**src/rtl/pipe_dff_chain.sv**
```systemverilog
// DEPTH-stage, WIDTH-bit enabled register pipeline with a valid bit per stage, global stall, flush and busy.
// Define PIPE_DFF_OCC_EN to add the registered occupancy counter output occ.
module pipe_dff_chain #(
    parameter int               WIDTH   = 8,
    parameter int               DEPTH   = 3,
    parameter logic [WIDTH-1:0] RST_VAL = '0
) (
    input  logic             clk,
    input  logic             rst,
    input  logic             en,
    input  logic             flush,
    input  logic             in_vld,
    input  logic [WIDTH-1:0] d,
    output logic [WIDTH-1:0] q,
    output logic             out_vld,
    output logic             busy
`ifdef PIPE_DFF_OCC_EN
    ,
    output logic [$clog2(DEPTH+1)-1:0] occ
`endif
);

    // Flush wins over enable; the data path only moves when not flushing.
    logic advance;
    assign advance = en & ~flush;

    logic [DEPTH-1:0][WIDTH-1:0] s_chain;
    logic [DEPTH-1:0]            v_chain;

    genvar gi;
    generate
        for (gi = 0; gi < DEPTH; gi++) begin : g_stage
            logic [WIDTH-1:0] s_q;
            logic [WIDTH-1:0] s_d;
            logic             v_q;
            logic             v_d;

            if (gi == 0) begin : g_head
                assign s_d = d;
                assign v_d = in_vld;
            end else begin : g_body
                assign s_d = s_chain[gi-1];
                assign v_d = v_chain[gi-1];
            end

            always_ff @(posedge clk or negedge rst) begin
                if (!rst) begin
                    s_q <= RST_VAL;
                end else if (advance) begin
                    s_q <= s_d;
                end
            end

            // Data is left untouched by flush; only the valids are dropped.
            always_ff @(posedge clk or negedge rst) begin
                if (!rst) begin
                    v_q <= 1'b0;
                end else if (flush) begin
                    v_q <= 1'b0;
                end else if (en) begin
                    v_q <= v_d;
                end
            end

            assign s_chain[gi] = s_q;
            assign v_chain[gi] = v_q;
        end
    endgenerate

    assign q       = s_chain[DEPTH-1];
    assign out_vld = v_chain[DEPTH-1];
    assign busy    = |v_chain;

`ifdef PIPE_DFF_OCC_EN
    localparam int OCC_W = $clog2(DEPTH+1);

    logic [OCC_W-1:0] occ_q;
    logic [OCC_W-1:0] occ_d;
    logic [OCC_W-1:0] pop;

    always_comb begin
        occ_d = occ_q;
        if (flush) begin
            occ_d = '0;
        end else if (en) begin
            if (in_vld && !v_chain[DEPTH-1]) begin
                occ_d = occ_q + OCC_W'(1);
            end else if (!in_vld && v_chain[DEPTH-1]) begin
                occ_d = occ_q - OCC_W'(1);
            end
        end
    end

    always_ff @(posedge clk or negedge rst) begin
        if (!rst) begin
            occ_q <= '0;
        end else begin
            occ_q <= occ_d;
        end
    end

    assign occ = occ_q;

    always_comb begin
        pop = '0;
        for (int i = 0; i < DEPTH; i++) begin
            pop = pop + OCC_W'(v_chain[i]);
        end
    end

    // The counter is an incremental mirror of the valid bits and must never drift.
    a_occ_matches_valids: assert property (@(posedge clk) disable iff (!rst) occ_q == pop);
    a_occ_bounded:        assert property (@(posedge clk) disable iff (!rst) occ_q <= OCC_W'(DEPTH));
`endif

endmodule

```
**config.mk**
```make
export PLATFORM = sky130hd
export DESIGN_NAME = pipe_dff_chain
export DESIGN_NICKNAME = d
export VERILOG_FILES = /design/src/rtl/pipe_dff_chain.sv
export SDC_FILE = /design/constraint.sdc
export NUM_CORES = 1
export LEC_CHECK = 0
export BUFFER_PORTS_ARGS = -buffer_cell sky130_fd_sc_hd__buf_2
export CORE_MARGIN = 1
export CORE_UTILIZATION = 43
export DETAILED_ROUTE_END_ITERATION = 7
export HOLD_SLACK_MARGIN = 0.02
export PLACE_DENSITY = 0.67
export SYNTH_ARGS = -nofsm -noshare
export SYNTH_HDL_FRONTEND = slang
export SYNTH_SLANG_ARGS = --single-unit
```
**constraint.sdc**
```tcl
create_clock -name clk -period 0.8 [get_ports clk]
set_clock_uncertainty 0.05 [all_clocks]
set_input_delay 0.08 -clock clk [delete_from_list [all_inputs] [get_ports clk]]
set_output_delay 0.08 -clock clk [all_outputs]
set_load 0.005 [all_outputs]
```
==> results of run 1 <==
cells in the final DEF (no fill, tap or decap):
cell type / Yosys / routed
dlygate4sd3_1: 0 / 10
clkbuf_4: 0 / 3
mux2_2: 4 / 3
mux2_4: 20 / 21
nor2b_4: 1 / 1
buf_6: 1 / 9
buf_4: 0 / 8
clkinv_2: 0 / 1
buf_2: 0 / 21
buf_12: 2 / 1
dfrtp_1: 27 / 27
nor2_1: 3 / 3
or3_1: 1 / 1
mux2i_1: 3 / 3
cell usage after synthesis:
cell | number | area (sq um)
buf_12 | 2 | 40.0
nor2b_4 | 1 | 13.8
mux2i_1 | 3 | 30.0
buf_6 | 1 | 11.3
dfrtp_1 | 27 | 676
mux2_4 | 20 | 300
or3_1 | 1 | 6.26
nor2_1 | 3 | 11.3
mux2_2 | 4 | 45.0
critical path, stage by stage, from the launching register on:
cell     delay, ns
dfrtp_1       0.40
or3_1         0.37
buf_2         0.13
layer usage:
metal  vias to the layer above  wire, um  part of all wire, %
met4                         0        52                  2.8
met5                         -         0                    0
met2                        19       850                   46
met1                       322       865                   47
met3                         4        77                  4.2
li1                        314         -                    -
registers in the layout, summed over array words and instances (netlist names):
register	cells
q	8
g_stage.s_q	16
out_vld	1
g_stage.v_q	2
worst min-delay path by stage:
stage,to,slack (ns),cells after the start
finish,g_stage[0].s_q[3]$_DFFE_PN0P_,-0.06,2
floorplan,g_stage[0].s_q[0]$_DFFE_PN0P_,-0.27,0
global placement,q[6]$_DFFE_PN0P_,-0.01,2
global route,g_stage[0].s_q[3]$_DFFE_PN0P_,-0.07,2
CTS,g_stage[0].s_q[3]$_DFFE_PN0P_,-0.06,2
detailed placement,q[6]$_DFFE_PN0P_,-0.02,2
through the flow:
step,power (mW),setup TNS [ns],util [%],hold slack [ns]
after global routing,3.72,-5.13,62.1,-0.0676
after global placement,2.60,-5.14,52.6,-0.0145
final,3.51,-4.07,62.1,-0.0558
after detailed placement,2.63,-5.64,52.6,-0.0153
after CTS,3.49,-4.04,61.0,-0.0599
after floorplan,2.33,-2.58,-,-0.266
cell families after synthesis:
logic type | Yosys count | synth area share [%]
and+or+nand+nor | 5 | 2.76
DFF | 27 | 59.6
muxes | 27 | 33.1
buffers and inverters | 3 | 4.53
power by group:
part / leakage (nW) / switching (mW) / total (mW) / internal [mW]
Clock: 0.0177 / 0.409 / 0.597 / 0.188
Combinational: 0.434 / 0.271 / 1.08 / 0.808
Sequential: 0.324 / 0.177 / 1.84 / 1.66
Total: 0.776 / 0.858 / 3.51 / 2.66
timing repair:
item                                    CTS  global route
buffers inserted                          8             2
pin swaps                                 2             2
hold endpoints to repair                 38             1
endpoints found under the setup margin   36            37
resized for setup                         5             5
layout make-up:
cell class	instances	area [sq um]	area share [%]
flip-flops and latches	27	676	43.9
multi-input cells	32	410	26.7
clock inverters	1	5.00	0.325
well taps	30	37.5	2.44
clock buffers	3	22.5	1.46
repair buffers	49	387	25.1
==> reports/summary.log, run 1 <==
[run_status] result of the run complete, but fails checks
[run_status] violated checks hold timing, setup timing
[routing] WL final 1.85 mm
[routing] post-route ant nets 0
[global_route] busiest layer in global routing met2
[global_route] fraction of met2 tracks used by global routing 22.5%
[clock_tree] root buf cell clkbuf_4
[logic_synthesis] count of distinct cell types in the synthesized netlist 9
[setup_path] worst setup path end busy
[placed_design] post-placement cell area 1300 sq um
[timing] worst-margin pin slew 0.128 ns
[global_route] largest net degree at the start of global routing 28
[logic_synthesis] sequential-to-total area share from yosys stat 59.6%
[setup_path] slack of the worst reg-to-reg path -0.18 ns
[routing] Detailed Route Iter0 Violations 2
[timing] worst hold slack -0.0558 ns
[setup_path] arrival time of the worst setup path 1.23 ns
[routing] router iterations before antenna repair 2
[floorplan] starting density of the core 45.8%
[placed_design] setup slack after placement -0.272 ns
[placed_design] RD Place Congestion 0.613
[setup_path] Reg-to-Reg End g_stage[1].v_q$_DFFE_PN0P_
[timing] Final Hold Violating Endpoints 1
[clock_tree] maximum level of the CTS H-tree 1
[worst_hold_path] Hold Path Origin d[3]
[timing] max-slew headroom at the worst pin 91.2%
[power] Cell Pwr Density 2290 nW/um^2
[finish] Final #Nets 126
[floorplan] y dimension of the die 53.3 um
[global_route] met1 global-route usage 19.2%
[clock_tree] TritonCTS Buffers 3
[timing] Slew Viols, Final 0
[logic_synthesis] Post-Synthesis Net Count 75
[finish] fraction of layout cells with a size suffix above 1 60.7%
[clock_tree] CTS tree yes
[floorplan] I/O pin count 23
[timing] highest clock rate 736 MHz
[clock_tree] Clock transition at path regs 0.14 ns
[timing] post-route worst setup slack -0.559 ns
[global_route] via count of the first global-routing pass 645
[finish] # fillers 216
[clock_tree] clock buffer depth 2
[clock_tree] Clock Sink Count 27
[power] Leak Pwr 0.776 nW
[routing] ratio of routed vias to standard cells 4.64
[placed_design] count of placed standard cells including taps 119
[placed_design] placed wire-length estimate 1.15 mm
[setup_path] Critical path origin g_stage[0].v_q$_DFFE_PN0P_
[floorplan] core region area 2480 sq um
[worst_hold_path] Worst Hold Class primary input to flop
[timing] min cycle time layout 1.36 ns
[finish] area added between synthesis and finish 35.7%
[placed_design] # port buffers 22
[timing] Final Cycle Share 170%
[setup_path] depth of the worst register-to-register path 4
[clock_tree] CTS Hold Buffers Added 10
[floorplan] DIE AREA 2850 sq um
[setup_path] required time reported for the critical path endpoint 0.67 ns
[clock_tree] Worst-Skew Late Latency 0.33 ns
[logic_synthesis] yosys warns 0
[routing] final routed DRC violation total 0
[setup_path] startpoint-to-endpoint class of the critical path flop to primary output
[setup_path] Crit. End Element primary output
[timing] total of endpoints with negative setup slack in the final report 36
[finish] number of standard cells in the final layout excluding fillers 142
[routing] Routed WL per cell 13.0 um
[floorplan] width of the chip 53.3 um
[global_route] all-layer global routing usage 15.0%
[timing] RSZ-0062 raised after global routing true
[finish] Ant. Diodes 0
[floorplan] standard-cell row count 18
[routing] routed via count 659
[power] maximum vdd ir drop 1.51 mV
[logic_synthesis] post-synthesis instance area 1130 sq um
[logic_synthesis] cell count after synthesis 62
[logic_synthesis] Synth Area per Inst 18.3 sq um
[logic_synthesis] number of synthesized register bits 27
[global_route] global-route wire length before repair 2.89 mm
[finish] final instance area 1540 sq um
[job] number of violations of the max-capacitance limit 0
[setup_path] kind of start point of the critical path flop
[global_route] fraction of met3 tracks used by global routing 2.59%
[setup_path] critical path peak fanout 2
[global_route] antenna violations before repair 0
[setup_path] reg-to-reg startpoint g_stage[0].v_q$_DFFE_PN0P_
[global_route] GR Overflow Total 0
Power figures use the tool's default switching activity.
==> run 2: changes to the inputs <==
==> constraint.sdc (replaced) <==
create_clock -name clk -period 0.8 [get_ports clk]
set_clock_uncertainty 0.05 [all_clocks]
set_input_delay 0.12 -clock clk [delete_from_list [all_inputs] [get_ports clk]]
set_output_delay 0.12 -clock clk [all_outputs]
set_load 0.005 [all_outputs]
==> run 2 against run 1 <==
- the run still ends with hold timing, setup timing left
- global-route usage fell by 0.30 points
- critical path depth unchanged
- highest routed layer unchanged
- setup slack worse by 0.036 ns
- maximum frequency down 2.5%
- largest cell class unchanged
- total power shrank 1.2%
- critical path type unchanged
- largest power group unchanged
- sequential power barely moved
- sequential share of layout area up 2.5 points
- count of clock-buffer cells in the layout stayed put
- hold slack improved by 0.011 ns
- non-clock buffer count shrank 8
- first-iteration DRC count up 50%
==> reports/summary.log, run 2 (synthesis gave the netlist of run 1 again) <==
[setup_path] arrival time of the worst setup path 1.22 ns [was 1.23 ns]
[worst_hold_path] Worst Hold Class primary input to flop [unchanged]
[floorplan] DIE AREA 2850 sq um [unchanged]
[timing] highest clock rate 717 MHz [was 736 MHz]
[finish] fraction of layout cells with a size suffix above 1 65.4% [was 60.7%]
[finish] register bank with the most flops g_stage.s_q [unchanged]
[finish] # fillers 234 [was 216]
[power] Internal Pwr Total 2.63 mW [was 2.66 mW]
[power] register share of total power 52.9% [was 52.3%]
[clock_tree] root buf cell clkbuf_4 [unchanged]
[setup_path] startpoint-to-endpoint class of the critical path flop to primary output [unchanged]
[timing] Final Cycle Share 174% [was 170%]
[routing] final routed DRC violation total 0 [unchanged]
[floorplan] standard-cell row count 18 [unchanged]
[power] Total Power 3.47 mW [was 3.51 mW]
[finish] core occupancy in the finished layout 58.7% [was 62.1%]
[floorplan] y dimension of the die 53.3 um [unchanged]
[clock_tree] maximum level of the CTS H-tree 1 [unchanged]
[power] clock power share 17.1% [was 17.0%]
[clock_tree] Clock Sink Count 27 [unchanged]
[setup_path] Crit. End Element primary output [unchanged]
[finish] area added between synthesis and finish 28.3% [was 35.7%]
[placed_design] placed wire-length estimate 1.15 mm [unchanged]
[timing] RSZ-0062 raised after global routing true [unchanged]
[setup_path] required time reported for the critical path endpoint 0.63 ns [was 0.67 ns]
[setup_path] cell-by-cell listing of the critical path or3_1 > buf_2 [unchanged]
[routing] ratio of routed vias to standard cells 4.63 [was 4.64]
[global_route] largest net degree at the start of global routing 28 [unchanged]
[routing] WL final 1.74 mm [was 1.85 mm]
[floorplan] core region area 2480 sq um [unchanged]
[timing] max-slew headroom at the worst pin 92.0% [was 91.2%]
[run_status] result of the run complete, but fails checks [unchanged]
[power] Leak Pwr 0.743 nW [was 0.776 nW]
[timing] total of endpoints with negative setup slack in the final report 37 [was 36]
[setup_path] Buffers & Inverters on Critical Path 1 [unchanged]
[timing] post-route worst setup slack -0.594 ns [was -0.559 ns]
[job] number of violations of the max-capacitance limit 0 [unchanged]
[clock_tree] Clock transition at path regs 0.15 ns [was 0.14 ns]
[routing] Routed WL per cell 12.9 um [was 13.0 um]
[setup_path] kind of start point of the critical path flop [unchanged]
[finish] most common library cell in the layout ignoring fill and taps dfrtp_1 [unchanged]
[placed_design] setup slack after placement -0.312 ns [was -0.272 ns]
[global_route] antenna violations before repair 0 [unchanged]
[power] maximum vdd ir drop 1.41 mV [was 1.51 mV]
[finish] Ant. Diodes 0 [unchanged]
[setup_path] maximum cell stage delay along the critical path 0.41 ns [was 0.40 ns]
[run_status] violated checks hold timing, setup timing [unchanged]
[finish] Final #Nets 118 [was 126]
[clock_tree] CTS tree yes [unchanged]
[routing] Detailed Route Iter0 Violations 3 [was 2]
[setup_path] CP max-delay cell dfrtp_1 [unchanged]
[clock_tree] clock buffer depth 2 [unchanged]
[timing] Slew Viols, Final 0 [unchanged]
[finish] top library cells by usage in the layout, fill and taps aside dfrtp_1 (27), mux2_4 (21), buf_2 (21) [unchanged]
[routing] post-route ant nets 0 [unchanged]
[timing] Final Hold Violating Endpoints 8 [was 1]
[power] P_sw 0.843 mW [was 0.858 mW]
[global_route] GR Overflow Total 0 [unchanged]
[floorplan] starting density of the core 45.8% [unchanged]
[power] share of total power consumed by net switching 24.3% [was 24.4%]
[clock_tree] Worst-Skew Late Latency 0.33 ns [about the same]
[timing] worst-margin pin slew 0.116 ns [was 0.128 ns]
[setup_path] cell family with the largest share of critical-path delay flip-flops [unchanged]
[finish] flip-flop count of the largest register after layout 16 [unchanged]
[floorplan] I/O pin count 23 [unchanged]
[floorplan] width of the chip 53.3 um [unchanged]
[power] portion of total power attributed to combinational logic 30.1% [was 30.7%]
[clock_tree] TritonCTS Buffers 3 [unchanged]
[placed_design] # port buffers 22 [unchanged]
[placed_design] RD Place Congestion 0.613 [unchanged]
[power] Cell Pwr Density 2390 nW/um^2 [was 2290 nW/um^2]
[routing] routed via count 620 [was 659]
[global_route] all-layer global routing usage 14.7% [was 15.0%]
[timing] min cycle time layout 1.39 ns [was 1.36 ns]
[global_route] global-route wire length before repair 2.86 mm [was 2.89 mm]
[global_route] via count of the first global-routing pass 632 [was 645]
[timing] worst hold slack -0.0450 ns [was -0.0558 ns]
[setup_path] critical path peak fanout 2 [unchanged]
[clock_tree] CTS Hold Buffers Added 2 [was 10]
[routing] router iterations before antenna repair 4 [was 2]
==> run 2: cell types whose count changed in the layout (fill, tap and decap cells not counted), sizes merged <==
cell         before  now
dlygate4sd3      10    2
==> run 2: layout make-up <==
| cell class | instances | area [sq um] | share of cell area, % |
|---|---|---|---|
| tap | 30 | 37.5 | 2.58 |
| timing repair buffer | 41 | 303 | 20.8 |
| clock inverter | 1 | 5.00 | 0.344 |
| clock buffer | 3 | 22.5 | 1.55 |
| sequential | 27 | 676 | 46.5 |
| multi-input combinational | 32 | 410 | 28.2 |
==> run 2: through the flow <==
stage | setup TNS [ns] | instance area [sq um] | cells
finish | -4.40 | 1450 | 134
CTS | -4.44 | 1430 | 133
global route | -5.50 | 1450 | 134
detailed placement | -6.64 | 1300 | 119
global placement | -6.14 | 1300 | 119
floorplan | -3.58 | 1130 | 62
==> run 2: final timing paths <==
kind                            depth (start not counted)  slack (ns)                            end                           from
worst max-delay path                                    2       -0.59                           busy     g_stage[0].v_q$_DFFE_PN0P_
max in group asynchronous                               3        0.36  g_stage[1].s_q[6]$_DFFE_PN0P_                            rst
worst min-delay path                                    2       -0.04  g_stage[0].s_q[7]$_DFFE_PN0P_                           d[7]
min in group asynchronous                               3        0.19               q[4]$_DFFE_PN0P_                            rst
worst min register to register                          1        0.46               q[4]$_DFFE_PN0P_  g_stage[1].s_q[4]$_DFFE_PN0P_
worst max register to register                          4       -0.17     g_stage[1].v_q$_DFFE_PN0P_     g_stage[0].v_q$_DFFE_PN0P_
==> run 2: worst reg2reg max path, stage by stage (launching register included) <==
cell,delay (ns)
dfrtp_1,0.41
buf_4,0.14
buf_6,0.10
mux2i_1,0.12
nor2_1,0.06
==> run 2: routing by layer <==
metal | share of wire, % | vias to the layer above | routed length, um | global-route usage [%]
li1 | - | 297 | - | -
met1 | 49 | 301 | 845 | 19.0
met2 | 44 | 18 | 756 | 21.5
met3 | 4.6 | 4 | 80 | 2.87
met4 | 3.0 | 0 | 52 | 10.5
met5 | 0 | - | 0 | 0
==> run 2: power by group through the flow <==
stage,clock network (mW),logic [mW],registers [mW]
2_1_floorplan,0,0.495,1.83
6_report,0.593,1.04,1.84
5_1_grt,0.665,1.14,1.88
4_1_cts,0.610,1.02,1.83
3_5_place_dp,0,0.772,1.86
3_3_place_gp,0,0.760,1.84
==> run 2: timing repair <==
action | CTS | global route
pin swaps | 2 | 1
gates resized for setup | 5 | 6
endpoints found under the setup margin | 36 | 36
setup buffers | 8 | 4
hold endpoints to repair | 36 | 8
